**config.mk**
```make
export PLATFORM = sky130hd
export DESIGN_NAME = keypad_matrix_scanner
export DESIGN_NICKNAME = d
export VERILOG_FILES = /design/src/rtl/keypad_pkg.sv /design/src/rtl/keypad_tick_gen.sv /design/src/rtl/keypad_matrix_scanner.sv
export SDC_FILE = /design/constraint.sdc
export NUM_CORES = 1
export LEC_CHECK = 0
export BUFFER_PORTS_ARGS = -buffer_cell sky130_fd_sc_hd__clkbuf_2
export CAP_MARGIN = 20
export CORE_MARGIN = 4
export CORE_UTILIZATION = 65
export CTS_CLUSTER_DIAMETER = 30
export CTS_CLUSTER_SIZE = 40
export DETAILED_ROUTE_END_ITERATION = 12
export GPL_ROUTABILITY_DRIVEN = 0
export PLACE_DENSITY = 0.83
export SLEW_MARGIN = 20
export SYNTH_ARGS = -nofsm -noshare
export SYNTH_HDL_FRONTEND = slang
export SYNTH_SLANG_ARGS = --single-unit
```
**constraint.sdc**
```tcl
create_clock -name clk -period 24.1 [get_ports clk]
set_input_delay 4.82 -clock clk [delete_from_list [all_inputs] [get_ports clk]]
set_output_delay 4.82 -clock clk [all_outputs]
set_load 0.1 [all_outputs]
```
**src/rtl/keypad_pkg.sv**
```systemverilog
// Shared types and helpers for the 4x4 keypad matrix scanner.
package keypad_pkg;

    localparam int KP_ROWS = 4;
    localparam int KP_COLS = 4;

    typedef enum logic [1:0] {KP_IDLE, KP_CONFIRM, KP_PRESSED} kp_state_t;

    typedef enum {FR_NONE, FR_SINGLE, FR_MULTI} kp_frame_t;

    // Classifies a captured frame; idx is the position of the highest set bit,
    // and is only meaningful when the class is FR_SINGLE.
    function automatic kp_frame_t frame_classify(
        input  logic [KP_ROWS*KP_COLS-1:0] frame,
        output logic [3:0]                 idx
    );
        int unsigned n;
        n   = 0;
        idx = '0;
        for (int i = 0; i < KP_ROWS * KP_COLS; i++) begin
            if (frame[i]) begin
                n++;
                idx = 4'(i);
            end
        end
        if (n == 0) begin
            return FR_NONE;
        end else if (n == 1) begin
            return FR_SINGLE;
        end
        return FR_MULTI;
    endfunction

endpackage

```
**src/rtl/keypad_tick_gen.sv**
```systemverilog
// Row-dwell divider: one-cycle tick every F_CLK/F_SCAN clocks.
module keypad_tick_gen #(
    parameter int unsigned F_CLK  = 50000000,
    parameter int unsigned F_SCAN = 1000
) (
    input  logic clk,
    input  logic rst,
    output logic tick
);

    localparam int unsigned Dwell = F_CLK / F_SCAN;
    localparam int unsigned CntW  = $clog2(Dwell);
    localparam logic [CntW-1:0] LastCnt = CntW'(Dwell - 1);
    localparam logic [CntW-1:0] One     = CntW'(1);

    logic [CntW-1:0] cnt_q;

    always_ff @(posedge clk or posedge rst) begin
        if (rst) begin
            cnt_q <= '0;
        end else if (tick) begin
            cnt_q <= '0;
        end else begin
            cnt_q <= cnt_q + One;
        end
    end

    assign tick = (cnt_q == LastCnt);

endmodule

```
**src/rtl/keypad_matrix_scanner.sv**
```systemverilog
// 4x4 key matrix scanner: row strobing, frame capture and whole-frame debounce.
module keypad_matrix_scanner
    import keypad_pkg::*;
#(
    parameter int unsigned F_CLK          = 50000000,
    parameter int unsigned F_SCAN         = 1000,
    parameter int unsigned DEBOUNCE_SCANS = 4
) (
    input  logic       clk,
    input  logic       rst,
    input  logic [3:0] col_in,
    output logic [3:0] row_out,
    output logic [3:0] key_code,
    output logic       key_valid,
    output logic       key_held
);

    localparam int unsigned FrameBits = KP_ROWS * KP_COLS;
    localparam logic [3:0]  DebN      = 4'(DEBOUNCE_SCANS);

    logic tick;

    keypad_tick_gen #(
        .F_CLK  (F_CLK),
        .F_SCAN (F_SCAN)
    ) u_tick_gen (
        .clk  (clk),
        .rst  (rst),
        .tick (tick)
    );

    logic [3:0] col_meta_q, col_sync_q;

    always_ff @(posedge clk or posedge rst) begin
        if (rst) begin
            col_meta_q <= 4'b1111;
            col_sync_q <= 4'b1111;
        end else begin
            col_meta_q <= col_in;
            col_sync_q <= col_meta_q;
        end
    end

    logic [1:0]           row_ptr_q;
    logic [FrameBits-1:0] frame_q, frame_full;
    logic                 frame_done;
    kp_frame_t            frame_cls;
    logic [3:0]           frame_idx;

    // Current frame with the row being sampled on this tick merged in (pressed = 1).
    always_comb begin
        frame_full = frame_q;
        frame_full[{row_ptr_q, 2'b00} +: 4] = ~col_sync_q;
        frame_cls = frame_classify(frame_full, frame_idx);
    end

    assign frame_done = tick && (row_ptr_q == 2'd3);

    always_ff @(posedge clk or posedge rst) begin
        if (rst) begin
            row_ptr_q <= 2'd0;
            row_out   <= 4'b1110;
            frame_q   <= '0;
        end else if (tick) begin
            frame_q   <= frame_full;
            row_ptr_q <= row_ptr_q + 2'd1;
            row_out   <= ~(4'b0001 << (row_ptr_q + 2'd1));
        end
    end

    kp_state_t  state_q;
    logic [3:0] cand_q, cnt_q, rcnt_q;
    logic       hit_single, confirm;
    logic [3:0] next_cnt;

    always_comb begin
        hit_single = (frame_cls == FR_SINGLE);
        next_cnt   = (state_q == KP_CONFIRM && frame_idx == cand_q) ? cnt_q + 4'd1 : 4'd1;
        confirm    = hit_single && (state_q != KP_PRESSED) && (next_cnt >= DebN);
    end

    always_ff @(posedge clk or posedge rst) begin
        if (rst) begin
            state_q   <= KP_IDLE;
            cand_q    <= 4'd0;
            cnt_q     <= 4'd0;
            rcnt_q    <= 4'd0;
            key_code  <= 4'd0;
            key_valid <= 1'b0;
            key_held  <= 1'b0;
        end else begin
            key_valid <= 1'b0;
            if (frame_done) begin
                case (state_q)
                    KP_IDLE, KP_CONFIRM: begin
                        if (confirm) begin
                            state_q   <= KP_PRESSED;
                            cand_q    <= frame_idx;
                            cnt_q     <= DebN;
                            rcnt_q    <= 4'd0;
                            key_code  <= frame_idx;
                            key_valid <= 1'b1;
                            key_held  <= 1'b1;
                        end else if (hit_single) begin
                            state_q <= KP_CONFIRM;
                            cand_q  <= frame_idx;
                            cnt_q   <= next_cnt;
                        end else begin
                            state_q <= KP_IDLE;
                            cnt_q   <= 4'd0;
                        end
                    end
                    KP_PRESSED: begin
                        // Any key activity, even a different key, restarts the release count.
                        if (frame_cls == FR_NONE) begin
                            if (rcnt_q + 4'd1 >= DebN) begin
                                state_q  <= KP_IDLE;
                                key_held <= 1'b0;
                                rcnt_q   <= 4'd0;
                                cnt_q    <= 4'd0;
                            end else begin
                                rcnt_q <= rcnt_q + 4'd1;
                            end
                        end else begin
                            rcnt_q <= 4'd0;
                        end
                    end
                    default: state_q <= KP_IDLE;
                endcase
            end
        end
    end

endmodule

```
After elaboration in Yosys (flattened, before gate mapping)

Cells that the tools add are included.

Register bits: 66
Bits of input ports: 6

Add/subtract/negate cells: 20
Order comparisons: 2
Eq/ne operators: 11
Shifts and indexed selects: 3
Mux-type cells: 62
Bitwise logic cells: 2
Reductions and logical operators: 16

Operators with widths:

| operator                                                                | number |
|---|---|
| 32-bit two-way mux                                                      | 16 |
| 32-bit by 1-bit adder with 32-bit output (second input constant)        | 15 |
| 4-bit two-way mux                                                       | 24 |
| 32-bit zero test                                                        | 2 |
| 32-bit by 1-bit equality test with 1-bit output (second input constant) | 1 |
| 32-bit by 2-bit equality test with 1-bit output (second input constant) | 1 |
| 16-bit by 1-bit adder with 16-bit output (second input constant)        | 1 |
| 16-bit bitwise mux                                                      | 1 |
| 16-bit equality test (second input constant)                            | 1 |
| 16-bit two-way mux                                                      | 1 |
| 4-bit case mux with 2 select lines                                      | 2 |
| 4-bit by 6-bit variable shift with 16-bit output (first input constant) | 1 |
| 4-bit by 6-bit variable part select with 16-bit output                  | 1 |
| 1-bit two-way mux                                                       | 13 |
| 3-bit AND reduction                                                     | 4 |
| 4-bit by 1-bit adder with 4-bit output (second input constant)          | 2 |
| 4-bit by 3-bit >= comparator with 1-bit output (second input constant)  | 2 |
| 2-bit inequality test (second input constant)                           | 4 |
| 4-bit NOT                                                               | 2 |
| 2-bit two-way mux                                                       | 3 |
| 4-bit negation with 6-bit output                                        | 1 |
| 5-bit AND reduction                                                     | 1 |
| 2-bit equality test (second input constant)                             | 2 |
| 4-bit equality test                                                     | 1 |
| other kinds (10)                                                        | 14 |

Longest topological paths before layout

Gate-level depths: netlist of the first run.

Depth in word-level cells: 44
Gate-level depth with buffers: 58

Hierarchy

Synthesis of the first run repeated with hierarchy kept, for this count alone.

Cells, all modules: 567
Area, all modules: 5307.6 um^2

Modules (own cells, without submodules):

| module                | instances | cells an instance | area each (um^2) | sequential area each (um^2) |
|---|---|---|---|---|
| keypad_matrix_scanner | 1         | 497               | 4510.6           | 1265.0 |
| keypad_tick_gen       | 1         | 70                | 797.0            | 400.4 |

Least setup slack after synthesis of the first run

OpenSTA, ideal clock, no wires.

Kind: reg-to-reg
From: reg row_ptr_q[0]
To: reg key_code[0]
Arrival: 10.115 ns
Data required time: 23.974 ns
Path slack: 13.858 ns
Stages on the path, launching flop included: 54
Period minus slack after synthesis: 10.242 ns
Cells stage by stage: dfrtp_1 > buf_4 > inv_1 > ha_1 > buf_2 > nor3_1 > mux2i_1 > ha_1 > xnor2_1 > ha_1 > o21ai_0 > o21ai_0 > ha_1 > nor2_1 > nor2_1 > ha_1 > nand2_1 > o21ai_0 > [18 not listed] > ha_1 > nor2_1 > o22ai_1 > ha_1 > nand2_1 > nand2_1 > ha_1 > nand2_1 > nand2_1 > ha_1 > and2_0 > mux2_2 > and3_4 > or3_1 > a21oi_2 > o221ai_2 > nor4b_4 > mux2_4

Cells in the longest elaborated chain, start to end: 42
Elaborated cells between the ends (all ways): 67

RTL lines:

| item                                                                                                                              | RTL line                     | source |
|---|---|---|
| start: declaration                                                                                                                | keypad_matrix_scanner.sv:44  | `logic [1:0] row_ptr_q;` |
| start signal: assignment                                                                                                          | keypad_matrix_scanner.sv:66  | `row_ptr_q <= row_ptr_q + 2'd1;` |
| 4-bit negation with 6-bit output                                                                                                  | keypad_matrix_scanner.sv:53  | `frame_full[{row_ptr_q, 2'b00} +: 4] = ~col_sync_q;` |
| 4-bit by 6-bit variable part select with 16-bit output / 4-bit by 6-bit variable shift with 16-bit output (equally long branches) | keypad_matrix_scanner.sv:53  |  |
| 16-bit bitwise mux                                                                                                                | keypad_matrix_scanner.sv:53  |  |
| 1-bit two-way mux                                                                                                                 | keypad_pkg.sv:21             | `if (frame[i]) begin` |
| 32-bit by 1-bit adder with 32-bit output                                                                                          | keypad_pkg.sv:22             | `n++;` |
| 32-bit two-way mux                                                                                                                | keypad_pkg.sv:21             |  |
| 32-bit by 1-bit adder with 32-bit output                                                                                          | keypad_pkg.sv:22             |  |
| 32-bit two-way mux                                                                                                                | keypad_pkg.sv:21             |  |
| [25 not listed]                                                                                                                   | --                           |  |
| 32-bit two-way mux                                                                                                                | keypad_pkg.sv:21             |  |
| 32-bit by 1-bit equality test with 1-bit output                                                                                   | keypad_pkg.sv:28             | `end else if (n == 1) begin` |
| 1-bit two-way mux                                                                                                                 | keypad_pkg.sv:28             |  |
| 1-bit two-way mux                                                                                                                 | keypad_pkg.sv:26             | `if (n == 0) begin` |
| 32-bit two-way mux                                                                                                                | keypad_pkg.sv:31             | `return FR_MULTI;` |
| 32-bit by 2-bit equality test with 1-bit output                                                                                   | keypad_matrix_scanner.sv:77  | `hit_single = (frame_cls == FR_SINGLE);` |
| 1-bit logical AND (2 in series)                                                                                                   | keypad_matrix_scanner.sv:79  | `confirm = hit_single && (state_q != KP_PRESSED) && (next_cnt >= DebN);` |
| 3-bit AND reduction (no line)                                                                                                     | --                           |  |
| end signal: assignment                                                                                                            | keypad_matrix_scanner.sv:101 | `key_code <= frame_idx;` |
| end: declaration                                                                                                                  | keypad_matrix_scanner.sv:13  | `output logic [3:0] key_code,` |

Several ways; a longest one is shown, not always the timed one.
A chain may end at the register's enable or synchronous reset.

Worst setup path in the final report of the first run

From: reg row_ptr_q[0]
To: reg cnt_q[3]

Cells in the longest elaborated chain, start to end: 43
Elaborated cells between the ends (all ways): 72

RTL lines:

| item                                                                                                                              | RTL line                     | source |
|---|---|---|
| 4-bit negation with 6-bit output                                                                                                  | keypad_matrix_scanner.sv:53  |  |
| 4-bit by 6-bit variable part select with 16-bit output / 4-bit by 6-bit variable shift with 16-bit output (equally long branches) | keypad_matrix_scanner.sv:53  |  |
| 16-bit bitwise mux                                                                                                                | keypad_matrix_scanner.sv:53  |  |
| 1-bit two-way mux                                                                                                                 | keypad_pkg.sv:21             |  |
| 32-bit by 1-bit adder with 32-bit output                                                                                          | keypad_pkg.sv:22             |  |
| 32-bit two-way mux                                                                                                                | keypad_pkg.sv:21             |  |
| 32-bit by 1-bit adder with 32-bit output                                                                                          | keypad_pkg.sv:22             |  |
| 32-bit two-way mux                                                                                                                | keypad_pkg.sv:21             |  |
| [26 not listed]                                                                                                                   | --                           |  |
| 32-bit by 1-bit equality test with 1-bit output                                                                                   | keypad_pkg.sv:28             |  |
| 1-bit two-way mux                                                                                                                 | keypad_pkg.sv:28             |  |
| 1-bit two-way mux                                                                                                                 | keypad_pkg.sv:26             |  |
| 32-bit two-way mux                                                                                                                | keypad_pkg.sv:31             |  |
| 32-bit by 2-bit equality test with 1-bit output                                                                                   | keypad_matrix_scanner.sv:77  |  |
| 1-bit logical AND (2 in series)                                                                                                   | keypad_matrix_scanner.sv:79  |  |
| 4-bit two-way mux                                                                                                                 | keypad_matrix_scanner.sv:96  | `if (confirm) begin` |
| 4-bit case mux with 2 select lines                                                                                                | keypad_matrix_scanner.sv:94  | `case (state_q)` |
| end signal: assignment                                                                                                            | keypad_matrix_scanner.sv:99  | `cnt_q <= DebN;` |
| end signal: assignment                                                                                                            | keypad_matrix_scanner.sv:107 | `cnt_q <= next_cnt;` |
| end: declaration                                                                                                                  | keypad_matrix_scanner.sv:72  | `logic [3:0] cand_q, cnt_q, rcnt_q;` |

Several ways; a longest one is shown, not always the timed one.

==> results.sh, run 1 <==
export IMPL_initial_core_util_pct=66.6
export IMPL_cp_num_buf_inv=2
export IMPL_first_iter_violations=307
export IMPL_synth_cell_types=88
export IMPL_setup_worst_path_start_class="flop"
export IMPL_peakVddDrop_mv=0.0471
export IMPL_end_kind="flop"
export IMPL_vias_per_cell=6.37
export IMPL_synthFlopType="dfrtp_1"
export IMPL_status="complete, no violations"
export IMPL_comb_power_share_pct=16.1
export IMPL_num_vias=4736
export IMPL_die_w_um=99.7
export IMPL_async_reset_ff_share_pct=100
export IMPL_dp_cells=728
export IMPL_hold_violations=0
export IMPL_synth_top_cells_by_area="dfrtp_1, nand2_1, dfstp_2, ha_1, xnor2_1"
export IMPL_hold_path_class="flop to flop"
export IMPL_relSlewSlack_pct=41.8
export IMPL_ys_ff_latch=66
export IMPL_cts_clk_slew_worst_paths_ps=80
export IMPL_power_switching_uw=70.1
export IMPL_synth_edff_count=0
export IMPL_synth_top_area_share_pct=25.2
export IMPL_die_area_um2=9950
export IMPL_synth_top_cell_by_area="dfrtp_1"
export IMPL_rsz0062_at_grt="false"
export IMPL_syn2layout_area_growth_pct=6.45
export IMPL_synth_area_um2=5470
export IMPL_reg2reg_depth=53
export IMPL_slowest_stage="dfrtp_1"
export IMPL_ant_nets=0
export IMPL_instances_no_fill=744
export IMPL_fillers=607
export IMPL_setup_tns_ps=0
export IMPL_synth_simple_gate_area_share_pct=25.7
export IMPL_h_tree_depth=3
export IMPL_clock_path_buffers=2
export IMPL_pwr_share_seq_pct=45.2
export IMPL_timing_rr_end="cnt_q[3]"
export IMPL_yosysMostFrequentCell="nand2_1"
export IMPL_reg2reg_from="row_ptr_q[0]"
export IMPL_leakage_uw=0.00254
export IMPL_holdPathEnd="col_sync_q[1]"
export IMPL_fin_util_pct=70.9
export IMPL_cts_tree="yes"
export IMPL_syn_mean_instance_area_um2=8.75
export IMPL_synth_fa_ha_area_share_pct=5.03
export IMPL_clockPowerShare_pct=38.7
export IMPL_antenna_found_initial=0
export IMPL_path_class="flop to flop"
export IMPL_grt_max_degree=67
export IMPL_regArea_um2=1670
export IMPL_rows=33
export IMPL_cts_hold_buf=0
export IMPL_drc_errors=0
export IMPL_crit_fanout=14
export IMPL_fin_worst_skew_ps=12.8
export IMPL_ys_top_cells_by_count="nand2_1, dfrtp_1, nor2_1, o21ai_0, xnor2_1"
export IMPL_cts_buffers=9
export IMPL_io_pins=16
export IMPL_regToRegSetupSlack_ps=12380
export IMPL_cpPeakStageDelay_ps=660
export IMPL_tightest_slew_ps=848
export IMPL_hp_start="col_meta_q[1]"
export IMPL_fin_crit_ps=11720
export IMPL_timing_fmax_mhz=85.3
export IMPL_dpl_hpwl_um=9000
export IMPL_post_cts_buffers=0
export IMPL_grtUsageTotal_pct=25.4
export IMPL_synth_top_family_by_area="simple AND/OR/NAND/NOR gates"
export IMPL_internal_power_uw=179
export IMPL_grt_pass1_vias=4579
export IMPL_synth_compound_area_share_pct=18.4
export IMPL_fp_dieH_um=99.7
export IMPL_muxShareOfSynthArea_pct=4.41
export IMPL_clk_latency_ps=350
export IMPL_n_antenna_cell=0
export IMPL_cp_top_family="adder cells"
export IMPL_syn_nets=653
export IMPL_drive_above_1_share_pct=14.7
export IMPL_arrival_ps=11970
export IMPL_grt_pass1_wl_um=20900
export IMPL_wirelength_um=12100
export IMPL_first_pass_iters=5
export IMPL_synth_warnings=0
export IMPL_drv_slew=0
export IMPL_nets=662
export IMPL_clock_sinks=66
export IMPL_gr_total_overflow=0
export IMPL_cap_violations=0
export IMPL_cp_common_cell="ha_1"
export IMPL_critPathRequiredTime_ps=24340
export IMPL_fin_crit_sh_pct=48.6
export IMPL_finalSetupViolCount=0
export IMPL_p_per_area_nw_per_um2=42.8
export IMPL_swShare_pct=28.1
export IMPL_cts_root_buf="clkbuf_8"
export IMPL_postSynthCellCount=625
export IMPL_multiInputGateArea_um2=3660
export IMPL_io_buffer_count=15
export IMPL_synthXorXnorAreaFrac_pct=13.1
export IMPL_cts_resized=0
export IMPL_synth_yosys_seq_area_share_pct=30.4
export IMPL_hold_depth=0
export IMPL_core_um2=8220
export IMPL_routedWlPerCell_um=16.3
## registers in the layout (all words and copies together), names as in the netlist
| name | flops |
|---|---|
| cand_q | 4 |
| u_tick_gen.cnt_q | 16 |
| col_sync_q | 4 |
| row_out | 4 |
| state_q | 2 |
| key_held | 1 |
| key_valid | 1 |
| row_ptr_q | 2 |
| rcnt_q | 4 |
| cnt_q | 4 |
| col_meta_q | 4 |
| frame_q | 16 |
| key_code | 4 |
## final cells by class
cell class	count	area share (%)
clock buffer	10	2.36
multi-input combinational	519	62.8
clock inverter	6	1.12
sequential	66	28.6
inverter	22	1.42
tap	105	2.26
timing repair buffer	16	1.42
## kinds of logic (layout without fill, tap and decap cells)
logic type | after synthesis | count (layout)
flops | 66 | 66
buf+inv | 40 | 54
fa+ha+maj | 22 | 22
mux | 21 | 21
compound gates | 144 | 144
xor+xnor | 65 | 65
simple gates | 267 | 267
## power by group through the flow
stage | combinational, uW | sequential [uW] | clock, uW
after CTS | 39.9 | 113 | 98.8
after global placement | 37.8 | 115 | 0
after global routing | 45.0 | 113 | 103
final | 40.2 | 113 | 96.6
after floorplan | 32.1 | 114 | 0
after detailed placement | 39.8 | 115 | 0
## worst reg2reg max path, delay by kind of cell, from the launching register on
family	cells	cell delay, ps
adders and majority gates	15	4780
and+or+nand+nor	23	3250
AOI/OAI and AO/OA	9	1590
DFF	1	660
muxes	2	580
xor gates and xnor gates	2	440
buffers and inverters	2	310
## worst max-delay path by stage
stage | slack, ps | end | cells past startpoint | startpoint
floorplan | 13860 | key_code[0] | 53 | row_ptr_q[0]
global placement | 13140 | key_code[2] | 52 | row_ptr_q[0]
detailed placement | 12560 | key_code[1] | 51 | row_ptr_q[0]
CTS | 12550 | key_code[2] | 51 | row_ptr_q[0]
global route | 11420 | cnt_q[3] | 53 | row_ptr_q[0]
finish | 12380 | cnt_q[3] | 53 | row_ptr_q[0]
## cell usage in the layout (no fill, tap or decap), types with 6 or more instances in the layout
master	n
o21ai_0	38
dfrtp_1	55
a21oi_1	24
nor2b_1	10
o21ai_1	6
inv_1	20
nand2_1	84
xor2_1	23
clkbuf_2	15
o22ai_1	10
mux2i_1	8
dfstp_2	11
nor2_1	45
or3_1	8
nor3_1	21
and3_1	12
clkbuf_8	10
ha_1	22
and2_1	9
nand2b_1	13
mux2_2	8
nor4_1	7
xnor2_1	29
nand3_1	23
## through the flow
stage               hold WS [ps]  cell area [um^2]  setup slack (ps)  power (uW)
global route                 360              5820             11420         261
detailed placement           347              5610             12560         155
global placement             346              5610             13140         153
floorplan                    345              5470             13860         147
CTS                          356              5810             12550         251
finish                       356              5820             12380         250
## routing by layer
layer	up-vias	track usage, %	part of all wire (%)
li1	2274	-	-
met1	2287	34.4	45
met2	151	41.9	48
met3	24	3.51	4.8
met4	0	8.51	1.9
met5	-	0	0
Note: power is estimated with default switching activity, not from simulation.
==> inputs of run 2 (changes only) <==
CORE_UTILIZATION = 64   (was 65)
PLACE_DENSITY = 0.82   (was 0.83)
clock period = 11.7 ns   (was 24.1 ns; I/O delays follow)
==> results.sh, run 2 (same netlist as run 1, synthesis figures left out) <==
export IMPL_internal_power_uw=392
export IMPL_dpl_hpwl_um=8990
export IMPL_leakage_uw=0.00260
export IMPL_cts_tree="yes"
export IMPL_clock_path_buffers=2
export IMPL_io_buffer_count=15
export IMPL_relSlewSlack_pct=45.2
export IMPL_cap_violations=0
export IMPL_core_um2=8260
export IMPL_n_antenna_cell=0
export IMPL_gr_total_overflow=0
export IMPL_fin_crit_ps=10910
export IMPL_drc_errors=0
export IMPL_finalSetupViolCount=0
export IMPL_first_pass_iters=5
export IMPL_setup_tns_ps=0
export IMPL_nets=669
export IMPL_path_class="flop to flop"
export IMPL_layout_common_cells="nand2_1, dfrtp_1, nor2_1"
export IMPL_clockPowerShare_pct=40.6
export IMPL_wirelength_um=12300
export IMPL_power_switching_uw=140
export IMPL_fp_dieH_um=100
export IMPL_peakVddDrop_mv=0.136
export IMPL_grt_pass1_vias=4504
export IMPL_hold_violations=0
export IMPL_cp_common_cell="ha_1"
export IMPL_cts_buffers=9
export IMPL_p_per_area_nw_per_um2=89.8
export IMPL_clock_sinks=66
export IMPL_num_vias=4713
export IMPL_fin_worst_skew_ps=12.1
export IMPL_comb_power_share_pct=15.7
export IMPL_antenna_found_initial=0
export IMPL_swShare_pct=26.3
export IMPL_grtUsageTotal_pct=25.4
export IMPL_die_w_um=100
export IMPL_fin_crit_sh_pct=93.2
export IMPL_cpPeakStageDelay_ps=480
export IMPL_syn2layout_area_growth_pct=8.28
export IMPL_initial_core_util_pct=66.3
export IMPL_drv_slew=0
export IMPL_status="complete, no violations"
export IMPL_cts_root_buf="clkbuf_8"
export IMPL_routedWlPerCell_um=16.3
export IMPL_timing_fmax_mhz=91.7
export IMPL_rsz0062_at_grt="false"
export IMPL_hold_path_class="flop to flop"
export IMPL_first_iter_violations=353
export IMPL_vias_per_cell=6.28
export IMPL_pwr_share_seq_pct=43.7
export IMPL_end_kind="flop"
export IMPL_grt_pass1_wl_um=21000
export IMPL_setup_worst_path_start_class="flop"
export IMPL_cts_clk_slew_worst_paths_ps=80
export IMPL_drive_above_1_share_pct=16.3
export IMPL_grt_max_degree=67
export IMPL_cp_top_family="adder cells"
export IMPL_slowest_stage="or3b_1"
export IMPL_rows=33
export IMPL_crit_fanout=14
export IMPL_die_area_um2=10100
export IMPL_critPathRequiredTime_ps=11940
export IMPL_tightest_slew_ps=800
export IMPL_io_pins=16
export IMPL_ant_nets=0
export IMPL_cp_num_buf_inv=2
export IMPL_arrival_ps=11150
export IMPL_clk_latency_ps=350
export IMPL_fin_util_pct=71.7
export IMPL_final_common_cell="nand2_1"
export IMPL_top_regs="frame_q: 16 flops, u_tick_gen.cnt_q: 16 flops"
export IMPL_h_tree_depth=3
[run 2: worst paths after layout]
kind	to	start	cells after the start	slack (ps)
min in group asynchronous	u_tick_gen.cnt_q[15]	rst	3	2200
min	col_sync_q[3]	col_meta_q[3]	0	360
max reg2reg	cnt_q[3]	row_ptr_q[0]	53	790
min reg2reg	col_sync_q[3]	col_meta_q[3]	0	360
max	cnt_q[3]	row_ptr_q[0]	53	790
max in group asynchronous	row_ptr_q[0]	rst	3	8920
[run 2: metal layers]
metal	share of wire, %	wire, um	vias up	track usage, %
met2	48	5850	127	41.3
met1	46	5650	2270	35.6
li1	-	-	2292	-
met4	1.6	193	0	7.05
met3	4.7	577	24	3.67
met5	0	0	-	0
[run 2: what timing repair did]
action,in CTS,in global routing
endpoints found under the hold margin,0,0
resized for setup,0,7
setup buffers,0,5
hold buffers,0,0
endpoints found under the setup margin,0,20
[run 2: power by group through the flow]
stage / sequential [uW] / combinational (uW) / clock (uW)
floorplan: 236 / 66.2 / 0
global placement: 236 / 78.2 / 0
detailed placement: 236 / 81.5 / 0
CTS: 232 / 81.9 / 219
global route: 232 / 93.1 / 232
finish: 232 / 83.5 / 216
[run 2: cell type report]
| cell class | count | area (um^2) |
|---|---|---|
| Clock buffer | 10 | 138 |
| Clock inverter | 6 | 87.6 |
| Fill cell | 653 | 2330 |
| Inverter | 22 | 82.6 |
| Multi-Input combinational cell | 519 | 3680 |
| Sequential cell | 66 | 1670 |
| Tap cell | 105 | 131 |
| Timing Repair Buffer | 23 | 135 |
[run 2: metrics by stage]
step	cells	cell area (um^2)	setup WS, ps	power, uW	hold WS [ps]
finish	751	5920	793	532	360
global route	751	5920	10.6	557	364
CTS	746	5850	185	533	361
detailed placement	730	5630	185	318	348
global placement	730	5630	697	315	345
floorplan	625	5470	1460	302	345
[run 2: worst register-to-register path: cells and delay by family, from the launching register on]
kind                     cells  cell delay [ps]
adder cells (fa/ha/maj)     14             4270
AND/OR/NAND/NOR             25             3880
AO/OA/AOI/OAI                9             1330
multiplexers                 2              440
flip-flops                   1              430
buffers and inverters        2              290
XOR/XNOR                     1              160
